**config.mk**
```make
export PLATFORM = sky130hd
export DESIGN_NAME = imem_sync
export DESIGN_NICKNAME = d
export VERILOG_FILES = /design/src/rtl/imem_pkg.sv /design/src/rtl/imem_array.sv /design/src/rtl/imem_sync.sv
export SDC_FILE = /design/constraint.sdc
export NUM_CORES = 2
export LEC_CHECK = 0
export ABC_CLOCK_PERIOD_IN_PS = 4580
export CORE_MARGIN = 3
export CORE_UTILIZATION = 57
export CTS_CLUSTER_DIAMETER = 60
export CTS_CLUSTER_SIZE = 16
export DETAILED_ROUTE_END_ITERATION = 7
export HOLD_SLACK_MARGIN = 0.03
export PLACE_DENSITY_LB_ADDON = 0.08
export SYNTH_ARGS = -nofsm -noshare
export SYNTH_HDL_FRONTEND = slang
export SYNTH_HIERARCHICAL = 1
export SYNTH_SLANG_ARGS = --single-unit
export TNS_END_PERCENT = 20
```
**constraint.sdc**
```tcl
create_clock -name clk -period 4.58 [get_ports clk]
set_input_delay 0.687 -clock clk [delete_from_list [all_inputs] [get_ports clk]]
set_output_delay 0.687 -clock clk [all_outputs]
set_load 0.05 [all_outputs]
```
**src/rtl/imem_pkg.sv**
```systemverilog
// Shared constants and helpers for the synchronous instruction memory.
package imem_pkg;

  localparam int unsigned DEF_DATA_W = 32;
  localparam int unsigned DEF_DEPTH  = 64;
  localparam int unsigned DEF_ADDR_W = 32;

  // addi x0,x0,0: fill, reset and fault value
  localparam logic [31:0] NOP_INSN = 32'h00000013;

  function automatic int unsigned index_w(input int unsigned depth);
    return $clog2(depth);
  endfunction

endpackage

```
**src/rtl/imem_array.sv**
```systemverilog
// DEPTH x DATA_W storage: one synchronous write port, one registered read port
// with enable and a synchronous clear-to-fill on the read register.
module imem_array
  import imem_pkg::*;
#(
  parameter int unsigned       DATA_W = DEF_DATA_W,
  parameter int unsigned       DEPTH  = DEF_DEPTH,
  parameter int unsigned       IW     = index_w(DEPTH),
  parameter logic [DATA_W-1:0] FILL   = DATA_W'(NOP_INSN)
) (
  input  logic              clk,
  input  logic              i_we,
  input  logic [IW-1:0]     i_waddr,
  input  logic [DATA_W-1:0] i_wdata,
  input  logic              i_rd_en,
  input  logic              i_rd_clr,
  input  logic [IW-1:0]     i_raddr,
  output logic [DATA_W-1:0] o_rd_data
);

  logic [DATA_W-1:0] r_mem [DEPTH] = '{default: FILL};
  logic [DATA_W-1:0] r_rd_data;

  always_ff @(posedge clk) begin
    if (i_we) begin
      r_mem[i_waddr] <= i_wdata;
    end
  end

  // Clear has priority so reset/flush/fault always leave the fill word behind
  always_ff @(posedge clk) begin
    if (i_rd_clr) begin
      r_rd_data <= FILL;
    end else if (i_rd_en) begin
      r_rd_data <= r_mem[i_raddr];
    end
  end

  assign o_rd_data = r_rd_data;

endmodule

```
**src/rtl/imem_sync.sv**
```systemverilog
// Synchronous instruction memory: valid/ready fetch with 1-cycle latency,
// flush, program-load port. Optional IMEM_FAULT_EN flags misaligned/out-of-range fetches.
module imem_sync
  import imem_pkg::*;
#(
  parameter int unsigned       DATA_W = DEF_DATA_W,
  parameter int unsigned       DEPTH  = DEF_DEPTH,
  parameter int unsigned       ADDR_W = DEF_ADDR_W,
  parameter logic [DATA_W-1:0] NOP    = DATA_W'(NOP_INSN)
) (
  input  logic                      clk,
  input  logic                      reset,
  input  logic                      req_valid,
  output logic                      req_ready,
  input  logic [ADDR_W-1:0]         req_addr,
  output logic                      rsp_valid,
  input  logic                      rsp_ready,
  output logic [DATA_W-1:0]         rsp_data,
  output logic                      rsp_fault,
  input  logic                      flush,
  input  logic                      prog_en,
  input  logic                      prog_we,
  input  logic [index_w(DEPTH)-1:0] prog_addr,
  input  logic [DATA_W-1:0]         prog_data
);

  localparam int unsigned IW = index_w(DEPTH);

  logic          r_rsp_valid;
  logic          w_accept;
  logic          w_fault;
  logic          w_rd_en;
  logic          w_rd_clr;
  logic          w_we;
  logic [IW-1:0] w_index;

  assign req_ready = !reset && !prog_en && !flush && (!r_rsp_valid || rsp_ready);
  assign w_accept  = req_valid && req_ready;
  assign w_index   = req_addr[IW+1:2];

`ifdef IMEM_FAULT_EN
  logic r_rsp_fault;

  assign w_fault = (req_addr[1:0] != 2'b00) || (req_addr >= ADDR_W'(DEPTH * 4));

  always_ff @(posedge clk) begin
    if (reset || flush) begin
      r_rsp_fault <= 1'b0;
    end else if (w_accept) begin
      r_rsp_fault <= w_fault;
    end
  end

  assign rsp_fault = r_rsp_fault;
`else
  // Without fault checking the address wraps; the dropped bits are deliberately unused
  logic w_unused;
  assign w_unused  = ^{req_addr[ADDR_W-1:IW+2], req_addr[1:0]};
  assign w_fault   = 1'b0;
  assign rsp_fault = 1'b0;
`endif

  assign w_rd_en  = w_accept && !w_fault;
  assign w_rd_clr = reset || flush || (w_accept && w_fault);
  assign w_we     = prog_en && prog_we && !reset;

  // Flush/reset drop the response; an accept refills it; a handshake alone empties it
  always_ff @(posedge clk) begin
    if (reset || flush) begin
      r_rsp_valid <= 1'b0;
    end else if (w_accept) begin
      r_rsp_valid <= 1'b1;
    end else if (rsp_ready) begin
      r_rsp_valid <= 1'b0;
    end
  end

  assign rsp_valid = r_rsp_valid;

  imem_array #(
    .DATA_W (DATA_W),
    .DEPTH  (DEPTH),
    .IW     (IW),
    .FILL   (NOP)
  ) u_array (
    .clk       (clk),
    .i_we      (w_we),
    .i_waddr   (prog_addr),
    .i_wdata   (prog_data),
    .i_rd_en   (w_rd_en),
    .i_rd_clr  (w_rd_clr),
    .i_raddr   (w_index),
    .o_rd_data (rsp_data)
  );

endmodule

```
## Yosys cells after proc, flatten, opt, wreduce, memory -nomap -nowiden

Memories as Yosys holds them, arrays and structs flattened. A register that Yosys moved wholly into a read port is not among the register bits.
Cells that the tools add are included.

| storage, ports and cells | value |
|---|---|
| flip-flop bits (word level) | 1 |
| RAM bits | 2048 |
| input bits | 77 |
| logic and storage cells | 19 |
| memories | 1 |

| cells by class | value |
|---|---|
| muxes and demuxes | 4 |
| reductions and logical operators | 13 |

Memories:

| memory | words | width | read ports | clocked after memory_dff | wr ports | RTL line | RTL |
|---|---|---|---|---|---|---|---|
| u_array.r_mem | 64 | 32 | 1 | 1 | 1 | imem_array.sv:21 | `logic [DATA_W-1:0] r_mem [DEPTH] = '{default: FILL};` |

Operator list:

| kind | count |
|---|---|
| logical AND 1 bit | 6 |
| logical NOT 1 bit | 4 |
| 2-to-1 mux 1 bit | 4 |
| logical OR 1 bit | 2 |
| nonzero test 2 bit | 1 |

## Depth between registers and ports, before layout

| depth | value |
|---|---|
| word-level depth | 6 |
| gate-level depth with buffers | 11 |
| gate-level depth less buffers | 8 |

## Cells and area by module

Netlist, hierarchy kept.

Modules (own cells, without submodules):

| module | instances | cells an instance | area an instance (sq um) |
|---|---|---|---|
| imem_array | 1 | 3676 | 79671.4 |
| imem_sync | 1 | 12 | 103.8 |

## Worst setup path after synthesis

No wires, ideal clock.

| timing | value |
|---|---|
| kind | input to register |
| from | input prog_en |
| to | memory u_array/r_mem[48][0] (netlist bit), enable pin |
| setup time | 461 ps |
| arrival | 3415 ps |
| setup slack | 704 ps |
| stages | 4 |
| path through | nand2_1 -> nor2_1 -> nand4b_1 -> nor3_1 |

| between the ends | value |
|---|---|
| word-level cells in the longest chain between the ends | 4 |

Ends and longest elaborated chain:

| what | RTL line | RTL |
|---|---|---|
| start, declared | imem_sync.sv:21 | `input logic prog_en,` |
| logical AND 1 bit (2 in a row) | imem_sync.sv:65 | `assign w_we = prog_en && prog_we && !reset;` |
| named net w_we | imem_sync.sv:34 | `logic w_we;` |
| 2-to-1 mux 1 bit | imem_array.sv:25 | `if (i_we) begin` |
| 2-to-1 mux 1 bit (implied by the code) | imem_array.sv:26 | `r_mem[i_waddr] <= i_wdata;` |
| end, declared | imem_array.sv:21 |  |

The timed path passes the listed nets, and every way through them passes these cells.

## Final worst setup path

| timing | value |
|---|---|
| from | input reset |
| to | register u_array.r_rd_data[22], in the netlist u_array/o_rd_data[22] (read register of u_array.r_mem) |

RTL lines:

| what | RTL line | RTL |
|---|---|---|
| start, declared | imem_sync.sv:12 | `input logic reset,` |
| logical OR 1 bit | imem_sync.sv:64 | `assign w_rd_clr = reset \|\| flush \|\| (w_accept && w_fault);` |
| named net w_rd_clr | imem_sync.sv:33 | `logic w_rd_clr;` |
| end, declared | imem_array.sv:22 | `logic [DATA_W-1:0] r_rd_data;` |

The timed path passes the listed nets, and every way through them passes these cells.
A chain may end at the register's enable or synchronous reset.

==> Implementation_results.wiki <==
{| class="wikitable"
! Metric !! Value
|-
| Detail-routed via count per cell || 6.80
|-
| Worst path slowest cell || sky130_fd_sc_hd__a2111oi_0
|-
| GRT Resource Usage Total || 28.8%
|-
| Static Leakage || 27.7 nW
|-
| Wire length reported by the detailed router || 207 mm
|-
| Period Utilization, post-route || 73.1%
|-
| Layout cell share with drive strength beyond 1 || 24.2%
|-
| Area added between synthesis and finish || 11.0%
|-
| Clock transition at path regs || 70 ps
|-
| Critical register-to-register path startpoint || rsp_valid
|-
| Share of the yosys chip area belonging to registers || 77.9%
|-
| Final global-route overflow total || 0
|-
| Total of flip-flops plus latches after synthesis || 2,081
|-
| Unique cell type count in the Yosys netlist || 57
|-
| Most frequent cell after synthesis || sky130_fd_sc_hd__edfxtp_1
|-
| Number of stages on the worst setup path || 7
|-
| Depth of the most critical reg-to-reg path || 6
|-
| Total number of placement rows || 136
|-
| Cell class contributing the biggest share of worst-path delay || simple AND/OR/NAND/NOR gates
|-
| Number of placed I/O pins || 112
|-
| CP required || 5290 ps
|-
| Worst setup slack after layout || 1230 ps
|-
| Mapped cell area || 79,800 um2
|-
| Vias after detailed routing || 39.9k
|-
| Number of buffers created by CTS || 153
|-
| Fin. Hold Viols || 0
|-
| Number of port buffers || 84
|-
| Synth area leaders || sky130_fd_sc_hd__edfxtp_1 77%, sky130_fd_sc_hd__mux4_2 11%, sky130_fd_sc_hd__mux2i_1 3.4%
|-
| Critical path, cell by cell || clkdlybuf4s50_1, or2_4, nor3_2, and2_1, nand2b_1, a2111oi_0, a221o_1
|-
| Number of enable-type register cells in the synthesized netlist || 2,048
|-
| Bufs and invs on worst path || 1
|-
| Start point of the critical path || reset
|-
| Area of the die || 144,000 um2
|-
| Buffer depth of the longest clock path || 3
|-
| Vias in the first global route || 39.7k
|-
| Fillers || 9,244
|-
| Core footprint || 138,000 um2
|-
| Cts repair resizes || 0
|-
| Peak supply drop || 0.000359 V
|-
| Clk network pwr share || 35.7%
|-
| Logic gate share of total power || 5.1%
|-
| Min-delay worst type || register to register
|-
| Post-detailed-route DRC marker count || 0
|-
| Die boundary width || 380 um
|-
| Crit path arrival time || 4060 ps
|-
| Count of max-cap constraint violations || 0
|-
| HPWL after detailed placement || 118 mm
|-
| Number of setup violations in the final report || 0
|-
| Number of setup buffers added after CTS || 0
|-
| Maximum level of the CTS H-tree || 4
|-
| Sequential fraction of design power || 59.2%
|-
| Final worst hold slack || 506 ps
|-
| Worst flop-to-flop path endpoint || u_array/o_rd_data[22]
|-
| Post-route clock skew || 15.8 ps
|-
| Number of antenna violations at the first check in global routing || 11
|-
| Transition time at the pin with the least slew margin || 1320 ps
|-
| First-pass GRT wire length || 293 mm
|-
| CTS Hold Buffers Added || 0
|-
| Sw Ratio || 20.5%
|-
| Combined area of the multi-input logic cells || 16,900 um2
|-
| Final period demand of the worst path || 3350 ps
|-
| Slew Viols, Final || 0
|-
| Switching Power || 7.27 mW
|-
| Worst Path Max Fanout || 14
|-
| Routability-driven placement congestion ratio || 0.845
|-
| Achievable clock frequency || 0.299 GHz
|-
| Startpoint Class || primary input
|-
| Mapped Nets || 3,765
|-
| Minimum setup slack after placement || 533 ps
|-
| Number of clock sinks || 2,081
|-
| DR iter-0 viols || 5,428
|-
| Vertical die dimension || 380 um
|-
| Antenna viol nets, final || 0
|-
| Cell internal power dissipation || 28.1 mW
|-
| Result of the run || finished clean
|-
| Final Net Count || 3,990
|-
| Type of element capturing the critical path || register
|-
| Async SR Flop Fraction || 0%
|-
| Routed wire length per instance || 35.4 um
|-
| Area occupied by registers || 62,200 um2
|-
| Share of the synthesized area in the top cell type || 77.1%
|-
| Initial core utilization || 57.7%
|-
| Unrepaired setup endpoints after global routing || no
|-
| Length of the first detailed-routing pass in iterations || 6
|-
| Cell type with the highest aggregate area in the netlist || sky130_fd_sc_hd__edfxtp_1
|-
| Slowest Stage Delay on Critical Path || 1000 ps
|-
| Relative max-transition margin || 12.1%
|-
| Worst setup slack for register-to-register paths || 1380 ps
|-
| Clock Root Buffer || sky130_fd_sc_hd__clkbuf_16
|-
| Power Dens Cells || 400 nW/um2
|-
| Cell count after synthesis || 3,688
|-
| WS Path Type || primary input to register
|-
| Worst-skew pair later-pin latency || 780 ps
|-
| Most common library cells after synthesis || 2,048 x sky130_fd_sc_hd__edfxtp_1, 393 x sky130_fd_sc_hd__mux4_2, 270 x sky130_fd_sc_hd__mux2i_1
|-
| Mean cell area of the mapped netlist || 21.6 um2
|-
| Largest net degree at the start of global routing || 103
|-
| CTS tree || yes
|-
| Total of warnings raised by yosys || 6
|-
| Critical path endpoint || u_array/o_rd_data[22]
|-
| Prevailing post-synth register cell || sky130_fd_sc_hd__edfxtp_1
|}
-- per-layer routing --
layer  vias to the layer above  track usage, %  share of wire, %
met5                         -               0                 0
met1                     21400            41.5                39
li1                      16000               -                 -
met2                      2185            45.3                48
met3                       346            5.92                10
met4                         0            8.48               2.9
-- final cells by class --
| type | instances | share of cell area, % |
|---|---|---|
| clock buffers | 218 | 4.80 |
| flip-flops and latches | 2081 | 70.2 |
| diodes | 9 | 0.0254 |
| multi-input cells | 1388 | 19.1 |
| inverters | 4 | 0.0170 |
| repair buffers | 285 | 3.01 |
| clock inverters | 18 | 0.187 |
| well taps | 1863 | 2.63 |
-- logic make-up after synthesis --
| family | after synthesis | synth area share (%) |
|---|---|---|
| buffers and inverters | 219 | 1.51 |
| DFF | 2081 | 77.9 |
| other | 1 | 0.00470 |
| AOI/OAI and AO/OA | 421 | 3.66 |
| muxes | 738 | 15.5 |
| and+or+nand+nor | 228 | 1.36 |
-- state kept, by name, summed over array words and instances (netlist names) --
name               flops
rsp_valid              1
u_array/r_mem       2048
u_array/o_rd_data     32
-- worst reg2reg max path, cell delays in order, from the launching register on --
cell	delay (ps)
sky130_fd_sc_hd__dfxtp_1	320
sky130_fd_sc_hd__and2b_1	190
sky130_fd_sc_hd__nor3_2	470
sky130_fd_sc_hd__and2_1	290
sky130_fd_sc_hd__nand2b_1	630
sky130_fd_sc_hd__a2111oi_0	1030
sky130_fd_sc_hd__a221o_1	220
-- placed cells by master (no fill, tap or decap), types with 15 or more instances in the layout --
| cell type | instances |
|---|---|
| sky130_fd_sc_hd__clkbuf_16 | 161 |
| sky130_fd_sc_hd__nor2_1 | 21 |
| sky130_fd_sc_hd__mux4_2 | 393 |
| sky130_fd_sc_hd__dfxtp_1 | 33 |
| sky130_fd_sc_hd__buf_12 | 37 |
| sky130_fd_sc_hd__buf_2 | 34 |
| sky130_fd_sc_hd__clkdlybuf4s50_1 | 47 |
| sky130_fd_sc_hd__a31oi_1 | 24 |
| sky130_fd_sc_hd__clkbuf_1 | 56 |
| sky130_fd_sc_hd__o221ai_1 | 61 |
| sky130_fd_sc_hd__o21ai_1 | 21 |
| sky130_fd_sc_hd__nand3_1 | 29 |
| sky130_fd_sc_hd__o21ai_0 | 27 |
| sky130_fd_sc_hd__and2_1 | 15 |
| sky130_fd_sc_hd__edfxtp_1 | 2048 |
| sky130_fd_sc_hd__nand2_1 | 37 |
| sky130_fd_sc_hd__buf_4 | 163 |
| sky130_fd_sc_hd__a221oi_1 | 20 |
| sky130_fd_sc_hd__a32oi_1 | 16 |
| sky130_fd_sc_hd__a21oi_1 | 72 |
| sky130_fd_sc_hd__mux2i_1 | 270 |
| sky130_fd_sc_hd__nor2_4 | 63 |
| sky130_fd_sc_hd__mux2_2 | 73 |
| sky130_fd_sc_hd__o22ai_1 | 88 |
-- per-stage QoR --
| stage | std cells | total power, mW | instance area (um2) | util (%) | TNS (ps) |
|---|---|---|---|---|---|
| floorplan | 3688 | 22.4 | 79800 | - | 0 |
| global placement | 5620 | 23.1 | 84100 | 60.8 | -101 |
| detailed placement | 5621 | 23.2 | 84100 | 60.9 | 0 |
| CTS | 5857 | 35.6 | 88500 | 64.1 | 0 |
| global route | 5858 | 36.4 | 88500 | 64.1 | 0 |
| finish | 5866 | 35.4 | 88500 | 64.1 | 0 |
-- worst min-delay path by stage --
stage	start	to	depth (start not counted)
floorplan	rsp_valid	rsp_valid	2
global placement	u_array/o_rd_data[13]	u_array/o_rd_data[13]	2
detailed placement	u_array/o_rd_data[17]	u_array/o_rd_data[17]	2
CTS	req_valid	rsp_valid	3
global route	req_valid	rsp_valid	3
finish	rsp_valid	rsp_valid	2
-- power groups by stage --
stage	sequential, mW	combinational [mW]	clock, mW
CTS	20.9	1.81	12.9
global route	20.9	1.90	13.6
global placement	21.4	1.76	0
finish	21.0	1.80	12.6
detailed placement	21.4	1.80	0
floorplan	21.4	0.990	0
No activity file was read; power rests on OpenSTA's default activity.
